[src/rtl/aes_ctrl_pkg.sv]
// Shared types and defaults for the AES core arbiter.
//   arb_state_t : arbiter FSM states
//   *_DEF       : default parameter values
//   idx_width() : index/counter width helper (never returns 0)
package aes_ctrl_pkg;

    localparam int N_REQ_DEF       = 4;
    localparam int DATA_W_DEF      = 128;
    localparam int KEY_L_DEF       = 128;
    localparam int TIMEOUT_CYC_DEF = 64;

    typedef enum logic [1:0] {IDLE, ISSUE, WAIT, RESP} arb_state_t;

    // Width needed to hold values 0..n-1; at least 1 bit.
    function automatic int idx_width(input int n);
        return (n > 1) ? $clog2(n) : 1;
    endfunction

endpackage

[src/rtl/aes_core_arbiter_if.sv]
// Requester-side bus of the AES core arbiter.
//   req_valid/req_ready/req_key/req_text : per-requester request channel
//   rsp_valid/rsp_ready/rsp_text/rsp_err : per-requester response channel
// master = requesters, slave = arbiter.
interface aes_core_arbiter_if
    import aes_ctrl_pkg::*;
#(
    parameter int N_REQ  = N_REQ_DEF,
    parameter int DATA_W = DATA_W_DEF,
    parameter int KEY_L  = KEY_L_DEF
);
    logic [N_REQ-1:0]        req_valid;
    logic [N_REQ-1:0]        req_ready;
    logic [N_REQ*KEY_L-1:0]  req_key;
    logic [N_REQ*DATA_W-1:0] req_text;
    logic [N_REQ-1:0]        rsp_valid;
    logic [N_REQ-1:0]        rsp_ready;
    logic [DATA_W-1:0]       rsp_text;
    logic                    rsp_err;

    modport master (
        output req_valid, req_key, req_text, rsp_ready,
        input  req_ready, rsp_valid, rsp_text, rsp_err
    );

    modport slave (
        input  req_valid, req_key, req_text, rsp_ready,
        output req_ready, rsp_valid, rsp_text, rsp_err
    );
endinterface

[src/rtl/aes_rr_arbiter.sv]
// Combinational round-robin picker.
//   req_valid : request vector
//   ptr       : highest-priority index for this pick
//   grant     : one-hot winner (zero when nothing is valid)
//   grant_idx : binary index of the winner (0 when nothing is valid)
module aes_rr_arbiter
    import aes_ctrl_pkg::*;
#(
    parameter  int N_REQ = N_REQ_DEF,
    localparam int OWN_W = idx_width(N_REQ)
) (
    input  logic [N_REQ-1:0] req_valid,
    input  logic [OWN_W-1:0] ptr,
    output logic [N_REQ-1:0] grant,
    output logic [OWN_W-1:0] grant_idx
);
    logic             found;
    logic [OWN_W-1:0] cand;

    always_comb begin
        // NOTE: every variable assigned here gets a default first so no path leaves one unassigned (no latch).
        grant     = '0;
        grant_idx = '0;
        found     = 1'b0;
        cand      = '0;
        // Scan ptr, ptr+1, ... with wrap; the first valid requester wins.
        for (int i = 0; i < N_REQ; i++) begin
            cand = OWN_W'((int'(ptr) + i) % N_REQ);
            if (!found && req_valid[cand]) begin
                found     = 1'b1;
                grant_idx = cand;
            end
        end
        if (found) grant = N_REQ'(1) << grant_idx;
    end
endmodule

[src/rtl/aes_core_arbiter.sv]
// Shares one AES-128 core among N_REQ requesters, one block in flight.
//   clk, reset       : clock, synchronous active-high reset
//   bus              : requester request/response channels (slave side)
//   core_valid_in    : one-cycle start strobe to the core
//   core_cipher_key  : registered key, stable from ISSUE until back in IDLE
//   core_plain_text  : registered plaintext, same stability
//   core_cipher_text : core result
//   core_valid_out   : core result valid
//   busy             : FSM not in IDLE
//   stray_out        : sticky, core result seen outside WAIT
module aes_core_arbiter
    import aes_ctrl_pkg::*;
#(
    parameter int N_REQ       = N_REQ_DEF,
    parameter int DATA_W      = DATA_W_DEF,
    parameter int KEY_L       = KEY_L_DEF,
    parameter int TIMEOUT_CYC = TIMEOUT_CYC_DEF
) (
    input  logic              clk,
    input  logic              reset,
    aes_core_arbiter_if.slave bus,
    output logic              core_valid_in,
    output logic [KEY_L-1:0]  core_cipher_key,
    output logic [DATA_W-1:0] core_plain_text,
    input  logic [DATA_W-1:0] core_cipher_text,
    input  logic              core_valid_out,
    output logic              busy,
    output logic              stray_out
);
    localparam int OWN_W = idx_width(N_REQ);
    localparam int TMR_W = idx_width(TIMEOUT_CYC);

    arb_state_t        state_q, state_d;
    logic [OWN_W-1:0]  ptr_q, owner_q, grant_idx;
    logic [N_REQ-1:0]  grant;
    logic [KEY_L-1:0]  key_q;
    logic [DATA_W-1:0] text_q, result_q;
    logic              err_q, stray_q;
    logic [TMR_W-1:0]  timer_q;
    logic              req_fire, rsp_fire, timeout;

    aes_rr_arbiter #(.N_REQ(N_REQ)) u_rr (
        .req_valid (bus.req_valid),
        .ptr       (ptr_q),
        .grant     (grant),
        .grant_idx (grant_idx)
    );

    // Reset blocks grants so nothing is captured in a reset cycle.
    assign req_fire = (state_q == IDLE) && !reset && (|grant);
    assign rsp_fire = (state_q == RESP) && bus.rsp_ready[owner_q];
    assign timeout  = (timer_q == TMR_W'(TIMEOUT_CYC - 1));

    // State register
    always_ff @(posedge clk) begin
        // NOTE: sequential state uses non-blocking assignments so every flop samples pre-edge values.
        if (reset) state_q <= IDLE;
        else       state_q <= state_d;
    end

    // Next-state logic
    always_comb begin
        state_d = state_q;
        case (state_q)
            IDLE:    if (req_fire) state_d = ISSUE;
            ISSUE:   state_d = WAIT;
            WAIT:    if (core_valid_out || timeout) state_d = RESP;
            RESP:    if (rsp_fire) state_d = IDLE;
            default: state_d = IDLE;
        endcase
    end

    // Output logic
    always_comb begin
        bus.req_ready = '0;
        bus.rsp_valid = '0;
        core_valid_in = 1'b0;
        case (state_q)
            IDLE:    if (!reset) bus.req_ready = grant;
            ISSUE:   core_valid_in = 1'b1;
            RESP:    bus.rsp_valid = N_REQ'(1) << owner_q;
            default: ;
        endcase
    end

    assign bus.rsp_text     = result_q;
    assign bus.rsp_err      = err_q;
    assign core_cipher_key  = key_q;
    assign core_plain_text  = text_q;
    assign busy             = (state_q != IDLE);
    assign stray_out        = stray_q;

    // Datapath: owner, operands, result, timer, rr pointer, stray flag
    always_ff @(posedge clk) begin
        if (reset) begin
            // NOTE: the wide operand/result registers are reset too, because every output must read 0 after reset.
            ptr_q    <= '0;
            owner_q  <= '0;
            key_q    <= '0;
            text_q   <= '0;
            result_q <= '0;
            err_q    <= 1'b0;
            timer_q  <= '0;
            stray_q  <= 1'b0;
        end else begin
            if (req_fire) begin
                owner_q <= grant_idx;
                key_q   <= KEY_L'(bus.req_key >> (int'(grant_idx) * KEY_L));
                text_q  <= DATA_W'(bus.req_text >> (int'(grant_idx) * DATA_W));
            end

            if (state_q == ISSUE)     timer_q <= '0;
            else if (state_q == WAIT) timer_q <= timer_q + 1'b1;

            // A result arriving on the timeout cycle takes precedence.
            if (state_q == WAIT) begin
                if (core_valid_out) begin
                    result_q <= core_cipher_text;
                    err_q    <= 1'b0;
                end else if (timeout) begin
                    result_q <= '0;
                    err_q    <= 1'b1;
                end
            end

            if (rsp_fire)
                ptr_q <= (owner_q == OWN_W'(N_REQ - 1)) ? '0 : owner_q + 1'b1;

            // Results outside WAIT (e.g. late after a reset) are dropped and flagged.
            if (core_valid_out && state_q != WAIT) stray_q <= 1'b1;
        end
    end
endmodule
[src/flat_wrapper.sv]
// flat-port wrapper written by rule: the top's interface ports become plain ports
module aes_core_arbiter_flat import aes_ctrl_pkg::*;
#(
    parameter int N_REQ       = N_REQ_DEF,
    parameter int DATA_W      = DATA_W_DEF,
    parameter int KEY_L       = KEY_L_DEF,
    parameter int TIMEOUT_CYC = TIMEOUT_CYC_DEF
)
  (clk, reset, core_valid_in, core_cipher_key, core_plain_text, core_cipher_text, core_valid_out, busy, stray_out, bus_req_valid, bus_req_key, bus_req_text, bus_rsp_ready, bus_req_ready, bus_rsp_valid, bus_rsp_text, bus_rsp_err);
  aes_core_arbiter_if #(.N_REQ(N_REQ), .DATA_W(DATA_W), .KEY_L(KEY_L)) bus_i ();
  input  logic clk;
  input  logic reset;
  output logic core_valid_in;
  output logic [KEY_L-1:0] core_cipher_key;
  output logic [DATA_W-1:0] core_plain_text;
  input  logic [DATA_W-1:0] core_cipher_text;
  input  logic core_valid_out;
  output logic busy;
  output logic stray_out;
  input wire logic [$bits(bus_i.req_valid)-1:0] bus_req_valid;
  input wire logic [$bits(bus_i.req_key)-1:0] bus_req_key;
  input wire logic [$bits(bus_i.req_text)-1:0] bus_req_text;
  input wire logic [$bits(bus_i.rsp_ready)-1:0] bus_rsp_ready;
  output wire logic [$bits(bus_i.req_ready)-1:0] bus_req_ready;
  output wire logic [$bits(bus_i.rsp_valid)-1:0] bus_rsp_valid;
  output wire logic [$bits(bus_i.rsp_text)-1:0] bus_rsp_text;
  output wire logic [$bits(bus_i.rsp_err)-1:0] bus_rsp_err;
  assign bus_i.req_valid = bus_req_valid;
  assign bus_i.req_key = bus_req_key;
  assign bus_i.req_text = bus_req_text;
  assign bus_i.rsp_ready = bus_rsp_ready;
  assign bus_req_ready = bus_i.req_ready;
  assign bus_rsp_valid = bus_i.rsp_valid;
  assign bus_rsp_text = bus_i.rsp_text;
  assign bus_rsp_err = bus_i.rsp_err;
  aes_core_arbiter #(.N_REQ(N_REQ), .DATA_W(DATA_W), .KEY_L(KEY_L), .TIMEOUT_CYC(TIMEOUT_CYC)) u_core (.clk(clk), .reset(reset), .bus(bus_i), .core_valid_in(core_valid_in), .core_cipher_key(core_cipher_key), .core_plain_text(core_plain_text), .core_cipher_text(core_cipher_text), .core_valid_out(core_valid_out), .busy(busy), .stray_out(stray_out));
endmodule
[config.mk]
export PLATFORM = sky130hd
export DESIGN_NAME = aes_core_arbiter_flat
export DESIGN_NICKNAME = d
export VERILOG_FILES = /design/src/rtl/aes_ctrl_pkg.sv /design/src/rtl/aes_core_arbiter_if.sv /design/src/rtl/aes_rr_arbiter.sv /design/src/rtl/aes_core_arbiter.sv /design/src/flat_wrapper.sv
export SDC_FILE = /design/constraint.sdc
export NUM_CORES = 1
export LEC_CHECK = 0
export ABC_AREA = 1
export CAP_MARGIN = 20
export CELL_PAD_IN_SITES_DETAIL_PLACEMENT = 0
export CELL_PAD_IN_SITES_GLOBAL_PLACEMENT = 2
export CORE_AREA = 2 2 608 610
export CTS_CLUSTER_DIAMETER = 80
export CTS_CLUSTER_SIZE = 12
export DETAILED_ROUTE_END_ITERATION = 10
export DIE_AREA = 0 0 610 612
export PLACE_DENSITY = 0.38
export SYNTH_ARGS = -nofsm -noshare
export SYNTH_HDL_FRONTEND = slang
export SYNTH_SLANG_ARGS = --single-unit
export TNS_END_PERCENT = 1
[constraint.sdc]
create_clock -name clk -period 3 [get_ports clk]
set_clock_uncertainty 0.05 [all_clocks]
set_input_delay 0.6 -clock clk [delete_from_list [all_inputs] [get_ports clk]]
set_output_delay 0.6 -clock clk [all_outputs]
set_load 0.05 [all_outputs]
# Word level (Yosys, flattened, before mapping)
# Index checks and enable logic that the tools add are counted.
totals:
  ff_bits: 398
  input_bits: 1163
  out_inout_bits: 396
  word_cells: 83
op_classes:
  add_sub_neg: 5
  order_cmp: 5
  n_eq_ne: 9
  n_shift: 4
  muxes: 32
  n_reduce_logical: 19
ops:
  columns: ["op", "n"]
  rows:
  - [">> shifter 512 x 9 -> 128 bit", 2]
  - ["two-way mux 128 bit", 2]
  - ["two-way mux 2 bit", 8]
  - ["two-way mux 4 bit", 4]
  - ["less-than comparator 2 x 3 -> 1 bit, second input constant", 5]
  - ["two-way mux 1 bit", 12]
  - ["binary-select mux 1 bit (select 2 bit)", 5]
  - ["one-hot mux 2 bit (4 select lines)", 1]
  - ["left shift 1 x 2 -> 4 bit, first input constant", 2]
  - ["logical AND 1 bit", 7]
  - ["adder 6 x 1 -> 6 bit, second input constant", 1]
  - ["== test 2 bit, second input constant", 3]
  - ["== test 6 bit, second input constant", 1]
  - ["!= test 2 x 1 -> 1 bit, second input constant", 3]
  - ["adder 2 x 1 -> 2 bit, second input constant", 2]
  - ["adder 2 bit, second input constant", 2]
  - ["logical NOT 1 bit", 4]
  - ["nonzero test 2 bit", 2]
  - ["OR reduction 4 bit", 1]
  - ["AND reduction 3 bit", 1]
  - ["== test 2 x 1 -> 1 bit, second input constant", 1]
  - ["logical NOT 2 bit", 1]
  - ["!= test 2 bit, second input constant", 1]
  - ["AND reduction 2 bit", 1]
  - ["other kinds (2)", 2]

# Logic depth before layout (Yosys ltp)
# Gate-level depths: netlist of the first run.
logic_depth:
  depth_word: 18
  ltp_mapped: 19
  mapped_depth_nobuf: 15

# Hierarchy
# From an unflattened synthesis of the first run, not the netlist that was laid out.
hier_totals:
  cells_unflattened: 3307
  area_unflattened_um2: 21131.5
modules_own_cells:
  columns: ["module", "instances", "cells_per_inst", "area_per_inst_um2", "seq_area_each_um2"]
  rows:
  - ["aes_core_arbiter", 1, 3240, 20822.5, 7967.6]
  - ["aes_rr_arbiter", 1, 67, 309.0, 0.0]

# Worst setup path after synthesis of the first run
# Ideal clock, no wire load.
synth_path:
  path_type: "input port to output port"
  start: "input bus_req_valid[3]"
  end: "output bus_req_ready[0]"
  arrival_time_ns: 2.781
  t_required_ns: 2.350
  path_slack_ns: -0.431
  path_stages: 13
  path_buffers: 4
  path_cell_list: "inv_1 nand2_1 nand3_1 nand2_2 nor2_4 nand3_2 buf_6 nand3_2 buf_8 buf_6 buf_4 inv_2 nor3_1"
synth_via:
  elab_chain_cells: 16
  elab_cells_between_ends: 26
  classes_between: "shift (1); mux (19); reduce/logical (6)"
synth_rtl:
  columns: ["element", "line", "text"]
  rows:
  - ["start: declaration", "flat_wrapper.sv:20", "input wire logic [$bits(bus_i.req_valid)-1:0] bus_req_valid;"]
  - ["binary-select mux 1 bit (select 2 bit)", "aes_rr_arbiter.sv:29", "if (!found && req_valid[cand]) begin"]
  - ["two-way mux 1 bit (not written as such)", "aes_rr_arbiter.sv:29", null]
  - ["two-way mux 1 bit", "aes_rr_arbiter.sv:29", null]
  - ["logical NOT 1 bit", "aes_rr_arbiter.sv:29", null]
  - ["logical AND 1 bit", "aes_rr_arbiter.sv:29", null]
  - ["two-way mux 1 bit", "aes_rr_arbiter.sv:29", null]
  - ["logical NOT 1 bit", "aes_rr_arbiter.sv:29", null]
  - ["logical AND 1 bit", "aes_rr_arbiter.sv:29", null]
  - ["two-way mux 1 bit", "aes_rr_arbiter.sv:29", null]
  - ["logical NOT 1 bit", "aes_rr_arbiter.sv:29", null]
  - ["logical AND 1 bit", "aes_rr_arbiter.sv:29", null]
  - ["two-way mux 2 bit", "aes_rr_arbiter.sv:29", null]
  - ["left shift 1 x 2 -> 4 bit", "aes_rr_arbiter.sv:34", "if (found) grant = N_REQ'(1) << grant_idx;"]
  - ["two-way mux 4 bit *", "aes_rr_arbiter.sv:34", null]
  - ["two-way mux 4 bit *", "aes_core_arbiter.sv:79", "IDLE: if (!reset) bus.req_ready = grant;"]
  - ["two-way mux 4 bit *", "aes_core_arbiter.sv:78", "case (state_q)"]
  - ["end: declaration", "flat_wrapper.sv:24", "output wire logic [$bits(bus_i.req_ready)-1:0] bus_req_ready;"]
# Every way passes the cells marked *; elsewhere a longest branch is shown, timed or not. The select of a mux whose other input is x is not followed.

# Worst setup path in the final report of the first run
layout_path:
  start: "input bus_req_valid[1]"
  end: "output bus_req_ready[0]"
# Same word-level chain as after synthesis.

==> flow_results.xml, run 1 <==
<?xml version="1.0" encoding="UTF-8"?>
<metrics>
  <group name="worst_setup_path">
    <metric name="path_cells" unit="">clkdlybuf4s50_1 &gt; inv_1 &gt; nand2_2 &gt; nand3_2 &gt; nand2_2 &gt; buf_4 &gt; inv_2 &gt; nand3_4 &gt; buf_6 &gt; nand3_4 &gt; buf_6 &gt; nor3_4 &gt; buf_6 &gt; buf_12</metric>
    <metric name="crit_path_max_fanout" unit="">3</metric>
    <metric name="critPathLaunch" unit="">bus_req_valid[1]</metric>
    <metric name="worst_r2r_startpoint" unit="">u_core.ptr_q[0]$_SDFFE_PP0P_</metric>
    <metric name="reg2reg_setup_slack" unit="ns">0.14</metric>
    <metric name="critical_path.startpoint_type" unit="">input port</metric>
    <metric name="timing.critical_path.mode_cell" unit="">buf_6</metric>
    <metric name="cell_type_group_with_the_largest_total_delay_on_the_critical_path" unit="">buffers and inverters</metric>
    <metric name="worst_path_max_delay_cell" unit="">clkdlybuf4s50_1</metric>
    <metric name="setup.worst_path.class" unit="">in2out</metric>
    <metric name="critical_path.endpoint_type" unit="">primary output</metric>
    <metric name="critical_path_buf_inv_count" unit="">8</metric>
    <metric name="signal_arrival_time_at_the_worst_endpoint" unit="ns">2.75</metric>
    <metric name="critPathRequiredTime" unit="ns">2.35</metric>
    <metric name="delay_of_the_slowest_cell_on_the_worst_path" unit="ns">0.62</metric>
  </group>
  <group name="sta">
    <metric name="timing.max_slew.rel_slack" unit="%">42.28</metric>
    <metric name="grt_setup_unrepaired" unit="">yes</metric>
    <metric name="timing.final.setup_violations" unit="">4</metric>
    <metric name="worst_margin_pin_slew" unit="ns">0.8632</metric>
    <metric name="finalWorstSetupSlack" unit="ns">-0.3966</metric>
    <metric name="max_freq" unit="GHz">0.2944</metric>
    <metric name="timing.setup.tns" unit="ns">-1.342</metric>
    <metric name="final-hold-violation-count" unit="">0</metric>
    <metric name="final_min_period_over_clock_period" unit="%">113.2</metric>
    <metric name="post_layout_minimum_cycle_time" unit="ns">3.397</metric>
    <metric name="slew_violations" unit="">0</metric>
  </group>
  <group name="clocking">
    <metric name="clock-sinks" unit="">398</metric>
    <metric name="clock_latency" unit="ns">0.81</metric>
    <metric name="hold_buffers" unit="">0</metric>
    <metric name="cts-htree-levels" unit="">3</metric>
    <metric name="clock_tree.buffer_depth" unit="">4</metric>
    <metric name="tritoncts" unit="">done</metric>
    <metric name="cts_inserted_buffers" unit="">82</metric>
    <metric name="cts.clk_slew.worst_paths" unit="ns">0.06</metric>
    <metric name="root_buffer" unit="">clkbuf_16</metric>
  </group>
  <group name="grt">
    <metric name="vias_in_the_first_global_route" unit="">38778</metric>
    <metric name="grt_max_degree" unit="">116</metric>
    <metric name="total_grt_overflow" unit="">0</metric>
    <metric name="grt_antenna_before_repair" unit="">116</metric>
    <metric name="grt_first_pass_wirelength" unit="µm">372400</metric>
    <metric name="grt.total_usage" unit="%">14.76</metric>
  </group>
  <group name="logic_synthesis">
    <metric name="synth_top_cells_by_area" unit="">nand2_1 38%, dfxtp_1 31%, nand4_1 13%</metric>
    <metric name="synth_area" unit="µm²">25580</metric>
    <metric name="synth_top_cell_by_area" unit="">nand2_1</metric>
    <metric name="synth-edff-count" unit="">0</metric>
    <metric name="synth.yosys.seq_area_share" unit="%">31.15</metric>
    <metric name="synth.ff_latch_count" unit="">398</metric>
    <metric name="yosys.area.top_type_share" unit="%">38.24</metric>
    <metric name="synth_async_sr_flop_share" unit="%">0</metric>
    <metric name="synthesis.yosys.warnings" unit="">0</metric>
    <metric name="yosysMostFrequentCell" unit="">nand2_1</metric>
    <metric name="ys_dominant_reg_cell" unit="">dfxtp_1</metric>
    <metric name="synthCells" unit="">4421</metric>
    <metric name="synth_top_cells_by_count" unit="">2606 x nand2_1, 513 x nand4_1, 398 x dfxtp_1</metric>
    <metric name="avg_synthesized_cell_area" unit="µm²">5.786</metric>
    <metric name="post_synth_num_cell_types" unit="">31</metric>
    <metric name="mappedNetlistNets" unit="">5594</metric>
  </group>
  <group name="die">
    <metric name="io_pins" unit="">1559</metric>
    <metric name="die_height" unit="µm">612</metric>
    <metric name="core" unit="µm²">367200</metric>
    <metric name="die_area" unit="µm²">373300</metric>
    <metric name="die-width" unit="µm">610</metric>
    <metric name="cell_rows" unit="">223</metric>
    <metric name="start_util" unit="%">6.967</metric>
  </group>
  <group name="hold_path">
    <metric name="worstHoldStart" unit="">reset</metric>
    <metric name="min_path_type" unit="">in2reg</metric>
  </group>
  <group name="final_layout">
    <metric name="final_net_count" unit="">7236</metric>
    <metric name="area_growth_syn_to_layout" unit="%">106.9</metric>
    <metric name="drive_above_1_share" unit="%">11.64</metric>
  </group>
  <group name="routing">
    <metric name="initialDrtViolationCount" unit="">1921</metric>
    <metric name="detail_route.first_pass.iterations" unit="">5</metric>
    <metric name="remaining_drc_errors" unit="">0</metric>
    <metric name="route.final.wire_length" unit="µm">287100</metric>
    <metric name="postRouteAntennaNets" unit="">0</metric>
    <metric name="detailed_route_vias_per_instance" unit="">3.365</metric>
    <metric name="routed_wire_length_per_instance" unit="µm">26.10</metric>
    <metric name="detailroute.via_count" unit="">37011</metric>
  </group>
  <group name="place">
    <metric name="final_weighted_congestion_in_routability_driven_placement" unit="">0.8465</metric>
    <metric name="portBuffers" unit="">1558</metric>
    <metric name="pre_cts_ws" unit="ns">-0.7341</metric>
    <metric name="hpwlAfterDp" unit="µm">241700</metric>
  </group>
  <group name="outcome">
    <metric name="outcome" unit="">complete, but fails checks</metric>
    <metric name="violations" unit="">negative setup slack</metric>
  </group>
  <group name="pwr">
    <metric name="power_per_cell_area" unit="nW/µm²">925.2</metric>
    <metric name="p_total" unit="W">0.04898</metric>
    <metric name="cellLeakagePower" unit="nW">22.81</metric>
    <metric name="peakVddDrop" unit="µV">456.3</metric>
  </group>
  <group name="job">
    <metric name="max_cap_violations" unit="">0</metric>
  </group>
</metrics>
-- through the flow --
step / cells / hold slack (ns) / instance area (µm²) / util (%)
2_1_floorplan: 4421 / 0.4074 / 25590 / -
3_3_place_gp: 10799 / 0.3986 / 49430 / 13.46
3_5_place_dp: 10799 / 0.4019 / 49430 / 13.46
4_1_cts: 10956 / 0.2040 / 52640 / 14.33
5_1_grt: 10979 / 0.2398 / 52890 / 14.40
6_report: 10998 / 0.2780 / 52940 / 14.42
-- final timing paths --
check	endpoint	cells after the start
max reg2reg	u_core.core_cipher_key[98]$_SDFFE_PP0P_	22
max	bus_req_ready[0]	14
min reg2reg	u_core.bus.rsp_text[123]$_SDFFE_PP0P_	2
min	u_core.stray_out$_SDFFE_PP0P_	3
-- state kept, by name, summed over array words and instances (netlist names) --
signal	cells
u_core.bus.rsp_err	1
u_core.bus.rsp_text	128
u_core.core_cipher_key	128
u_core.core_plain_text	128
u_core.owner_q	2
u_core.ptr_q	2
u_core.state_q	2
u_core.stray_out	1
u_core.timer_q	6
-- worst min-delay path, delay by kind of cell --
kind                   cells  cell delay [ns]
buffers and inverters      2             0.35
and+or+nand+nor            1             0.13
-- cells in the final DEF (no fill, tap or decap), types with 3 or more instances in the layout --
master and instances:
clkinvlp_4 4, inv_8 9, a21oi_1 137, buf_6 16, buf_4 359, o21ai_0 3
clkbuf_16 84, clkinv_2 4, inv_1 19, nor3_1 3, nand4_1 513, clkbuf_8 6
clkdlybuf4s50_1 1473, nand3_1 259, clkbuf_1 6, clkinv_4 7, nand3_2 3, nand3_4 5
nand2_2 39, nor2_1 15, inv_2 3, dlygate4sd2_1 8, nor2_4 4, diode_2 38
dfxtp_1 395, buf_12 112, nand2_1 2563, nand2_4 16, inv_6 12, bufinv_16 13
ha_1 9
-- metal layers --
metal,up-vias,GRT usage [%],part of all wire (%)
met3,323,5.810,8.8
met2,1195,25.86,49
met1,17629,16.77,40
met5,-,0,0.16
met4,76,3.111,1.8
li1,17788,-,-
-- power breakdown --
group | leakage (nW) | internal, W | switching, W | total (W)
clock network | 1.42 | 0.00646 | 0.00397 | 0.0104
logic | 18.1 | 0.00979 | 0.0203 | 0.0301
registers | 3.27 | 0.00711 | 0.00134 | 0.00845
total | 22.8 | 0.0234 | 0.0256 | 0.0490
-- cells by family (layout without fill, tap and decap cells) --
family                     Yosys count  count (layout)  share of synthesized area (%)
DFF                                398             398                          31.15
adders and majority gates           10              10                         0.4891
other                                0              38                              0
AOI/OAI and AO/OA                  146             146                          2.900
buffers and inverters              440            2142                          8.520
and+or+nand+nor                   3427            3427                          56.94
-- cell type report --
type	count	area, µm²
Fill cell	42626	314300
Timing Repair Buffer	1970	19990
Multi-Input combinational cell	3583	15760
Sequential cell	398	7974
Tap cell	4837	6052
Clock buffer	96	2207
Clock inverter	48	701.9
Inverter	28	157.7
Antenna cell	38	95.09
-- repair_timing --
item                       4_1_cts  5_1_grt
pin swaps                       16       17
setup buffers                   14        4
cloned                           1        0
setup endpoints to repair       15       21
resized for setup               59       50
Power figures use the tool's default switching activity.
==> run 2: changes to the inputs <==
--- a/config.mk
+++ b/config.mk
@@ -15,6 +15,7 @@
 export DETAILED_ROUTE_END_ITERATION = 10
 export DIE_AREA = 0 0 610 612
 export PLACE_DENSITY = 0.38
+export REMOVE_ABC_BUFFERS = 1
 export SYNTH_ARGS = -nofsm -noshare
 export SYNTH_HDL_FRONTEND = slang
 export SYNTH_SLANG_ARGS = --single-unit
==> run 2 against run 1 <==
  * The run still ends with negative setup slack left
  * Combinational power decreased by 2%
  * Clock-buffer cell count is 1 lower
  * Utilization decreased by 0.22 points
  * Critical path type is now reg2out
  * Largest cell class unchanged
  * Largest power group unchanged
==> flow_results.xml, run 2 (synthesis gave the netlist of run 1 again) <==
<?xml version="1.0" encoding="UTF-8"?>
<metrics>
  <group name="final_layout">
    <metric name="fin_util" unit="%">14.20</metric>
    <metric name="layout.filler_cells" unit="">42590</metric>
    <metric name="drive_above_1_share" unit="%">9.644</metric>
    <metric name="ff_latch_area" unit="µm²">7973</metric>
    <metric name="layout_common_cells" unit="">2586 x nand2_1, 1492 x clkdlybuf4s50_1, 513 x nand4_1</metric>
    <metric name="final_net_count" unit="">7148</metric>
    <metric name="most_frequent_standard_cell_in_the_layout_excluding_fill_and_tap_cells" unit="">nand2_1</metric>
    <metric name="area_growth_syn_to_layout" unit="%">103.8</metric>
    <metric name="multi_input_area" unit="µm²">15690</metric>
  </group>
  <group name="worst_setup_path">
    <metric name="reg2regPathDepth" unit="">21</metric>
    <metric name="critical_path.endpoint_type" unit="">primary output</metric>
    <metric name="critPathRequiredTime" unit="ns">2.35</metric>
    <metric name="worst_path_max_delay_cell" unit="">dfxtp_4</metric>
    <metric name="delay_of_the_slowest_cell_on_the_worst_path" unit="ns">0.36</metric>
    <metric name="reg2reg_setup_slack" unit="ns">-0.03</metric>
    <metric name="crit_path_max_fanout" unit="">6</metric>
    <metric name="setup.worst_path.class" unit="">reg2out</metric>
    <metric name="timing.critical_path.mode_cell" unit="">buf_12</metric>
    <metric name="signal_arrival_time_at_the_worst_endpoint" unit="ns">2.60</metric>
    <metric name="path_cells" unit="">buf_12 &gt; inv_16 &gt; nand2_8 &gt; nand3_4 &gt; nand2_4 &gt; buf_6 &gt; nor2_4 &gt; nand4_1 &gt; nand3_4 &gt; buf_12 &gt; inv_16 &gt; nor2_4 &gt; buf_12</metric>
    <metric name="critical_path.startpoint_type" unit="">flip-flop</metric>
  </group>
  <group name="sta">
    <metric name="max_freq" unit="GHz">0.3079</metric>
    <metric name="final-hold-violation-count" unit="">0</metric>
    <metric name="grt_setup_unrepaired" unit="">yes</metric>
    <metric name="final_min_period_over_clock_period" unit="%">108.2</metric>
    <metric name="timing.setup.tns" unit="ns">-0.8418</metric>
    <metric name="worst_margin_pin_slew" unit="ns">1.106</metric>
    <metric name="post_layout_minimum_cycle_time" unit="ns">3.247</metric>
    <metric name="timing.final.setup_violations" unit="">5</metric>
    <metric name="timing.max_slew.rel_slack" unit="%">26.25</metric>
    <metric name="slew_violations" unit="">0</metric>
    <metric name="finalWorstSetupSlack" unit="ns">-0.2475</metric>
  </group>
  <group name="grt">
    <metric name="grt.total_usage" unit="%">14.28</metric>
    <metric name="global_route.peak_usage_layer" unit="">met2</metric>
    <metric name="grt_first_pass_wirelength" unit="µm">361700</metric>
    <metric name="total_grt_overflow" unit="">0</metric>
    <metric name="grt_antenna_before_repair" unit="">155</metric>
    <metric name="grt_use_met2" unit="%">27.28</metric>
    <metric name="groute.layer.met3.usage" unit="%">3.854</metric>
    <metric name="groute.layer.met1.usage" unit="%">15.40</metric>
    <metric name="vias_in_the_first_global_route" unit="">38015</metric>
    <metric name="grt_max_degree" unit="">134</metric>
  </group>
  <group name="pwr">
    <metric name="power_per_cell_area" unit="nW/µm²">915.3</metric>
    <metric name="p_total" unit="W">0.04772</metric>
    <metric name="cellLeakagePower" unit="nW">22.30</metric>
    <metric name="peakVddDrop" unit="µV">385.3</metric>
  </group>
  <group name="die">
    <metric name="start_util" unit="%">6.967</metric>
    <metric name="die_height" unit="µm">612</metric>
    <metric name="die_area" unit="µm²">373300</metric>
    <metric name="core" unit="µm²">367200</metric>
    <metric name="die-width" unit="µm">610</metric>
    <metric name="io_pins" unit="">1559</metric>
    <metric name="cell_rows" unit="">223</metric>
  </group>
  <group name="clocking">
    <metric name="cts-htree-levels" unit="">3</metric>
    <metric name="clock-sinks" unit="">398</metric>
    <metric name="clock_latency" unit="ns">0.79</metric>
    <metric name="cts.clk_slew.worst_paths" unit="ns">0.06</metric>
    <metric name="hold_buffers" unit="">0</metric>
    <metric name="tritoncts" unit="">done</metric>
    <metric name="cts_inserted_buffers" unit="">84</metric>
    <metric name="clock_tree.buffer_depth" unit="">4</metric>
    <metric name="root_buffer" unit="">clkbuf_16</metric>
  </group>
  <group name="routing">
    <metric name="route.final.wire_length" unit="µm">279100</metric>
    <metric name="detailed_route_vias_per_instance" unit="">3.350</metric>
    <metric name="routed_wire_length_per_instance" unit="µm">25.56</metric>
    <metric name="detail_route.first_pass.iterations" unit="">5</metric>
    <metric name="detailroute.via_count" unit="">36587</metric>
    <metric name="remaining_drc_errors" unit="">0</metric>
    <metric name="postRouteAntennaNets" unit="">0</metric>
    <metric name="initialDrtViolationCount" unit="">1794</metric>
  </group>
  <group name="outcome">
    <metric name="violations" unit="">negative setup slack</metric>
    <metric name="outcome" unit="">complete, but fails checks</metric>
  </group>
  <group name="place">
    <metric name="hpwlAfterDp" unit="µm">230100</metric>
    <metric name="final_weighted_congestion_in_routability_driven_placement" unit="">0.8050</metric>
    <metric name="portBuffers" unit="">1558</metric>
  </group>
  <group name="hold_path">
    <metric name="min_path_type" unit="">in2reg</metric>
    <metric name="min_delay_path_depth" unit="">4</metric>
  </group>
  <group name="job">
    <metric name="max_cap_violations" unit="">0</metric>
  </group>
</metrics>
-- run 2: changes by cell type in the layout (fill, tap and decap cells not counted), moves of 4 or more --
cell / previous run / this run
buf_4: 359 / 252
nand2_1: 2563 / 2586
clkdlybuf4s50_1: 1473 / 1492
nand2_2: 39 / 21
buf_6: 16 / 6
clkinv_2: 4 / 14
diode_2: 38 / 48
bufinv_16: 13 / 5
nand2_4: 16 / 10
buf_12: 112 / 116
inv_6: 12 / 16
-- run 2: metal layers --
| layer | share of wire (%) | routed length [µm] |
|---|---|---|
| met5 | 0.11 | 314 |
| met4 | 2.1 | 5995 |
| met3 | 6.3 | 17660 |
| met2 | 54 | 150000 |
| met1 | 38 | 105100 |
-- run 2: per-stage QoR --
| step | hold WS [ns] | std cells | instance area, µm² | worst slack (ns) |
|---|---|---|---|---|
| global placement | 0.3994 | 10708 | 48840 | -0.6193 |
| CTS | 0.06943 | 10868 | 51890 | -0.3456 |
| detailed placement | 0.4010 | 10708 | 48840 | -0.5963 |
| global route | 0.1230 | 10898 | 52090 | -0.3759 |
| finish | 0.1738 | 10920 | 52140 | -0.2475 |
| floorplan | 0.4069 | 4009 | 23510 | -13.17 |
-- run 2: power breakdown --
part	internal [W]	switching [W]	total [W]
sequential	0.00711	0.00133	0.00844
combinational	0.00956	0.0199	0.0295
clock	0.00582	0.00400	0.00982
total	0.0225	0.0252	0.0477
-- run 2: final cells by class --
class	count	share of cell area [%]
Timing Repair Buffer	1879	37.19
Multi-Input combinational cell	3583	30.08
Clock buffer	95	4.247
Antenna cell	48	0.2304
Inverter	28	0.3000
Sequential cell	398	15.29
Tap cell	4837	11.61
Timing Repair inverter	1	0.01680
Clock inverter	51	1.032
-- run 2: final timing paths --
kind / start / endpoint
worst min register to register: u_core.bus.rsp_text[36]$_SDFFE_PP0P_ / u_core.bus.rsp_text[36]$_SDFFE_PP0P_
worst min-delay path: reset / u_core.state_q[1]$_SDFFE_PP0P_
worst max register to register: u_core.ptr_q[0]$_SDFFE_PP0P_ / u_core.core_plain_text[112]$_SDFFE_PP0P_
worst max-delay path: u_core.ptr_q[0]$_SDFFE_PP0P_ / bus_req_ready[3]
-- run 2: worst max-delay path: cells and delay by family (launching register included) --
kind | cells | cell delay [ns]
simple gates | 7 | 0.75
buf+inv | 6 | 0.66
flops | 1 | 0.36
-- run 2: what timing repair did --
| item | 4_1_cts | 5_1_grt |
|---|---|---|
| setup endpoints to repair | 14 | 18 |
| gates cloned | 2 | 0 |
| pin swaps | 18 | 12 |
| gates resized for setup | 54 | 25 |
| setup buffers | 13 | 4 |
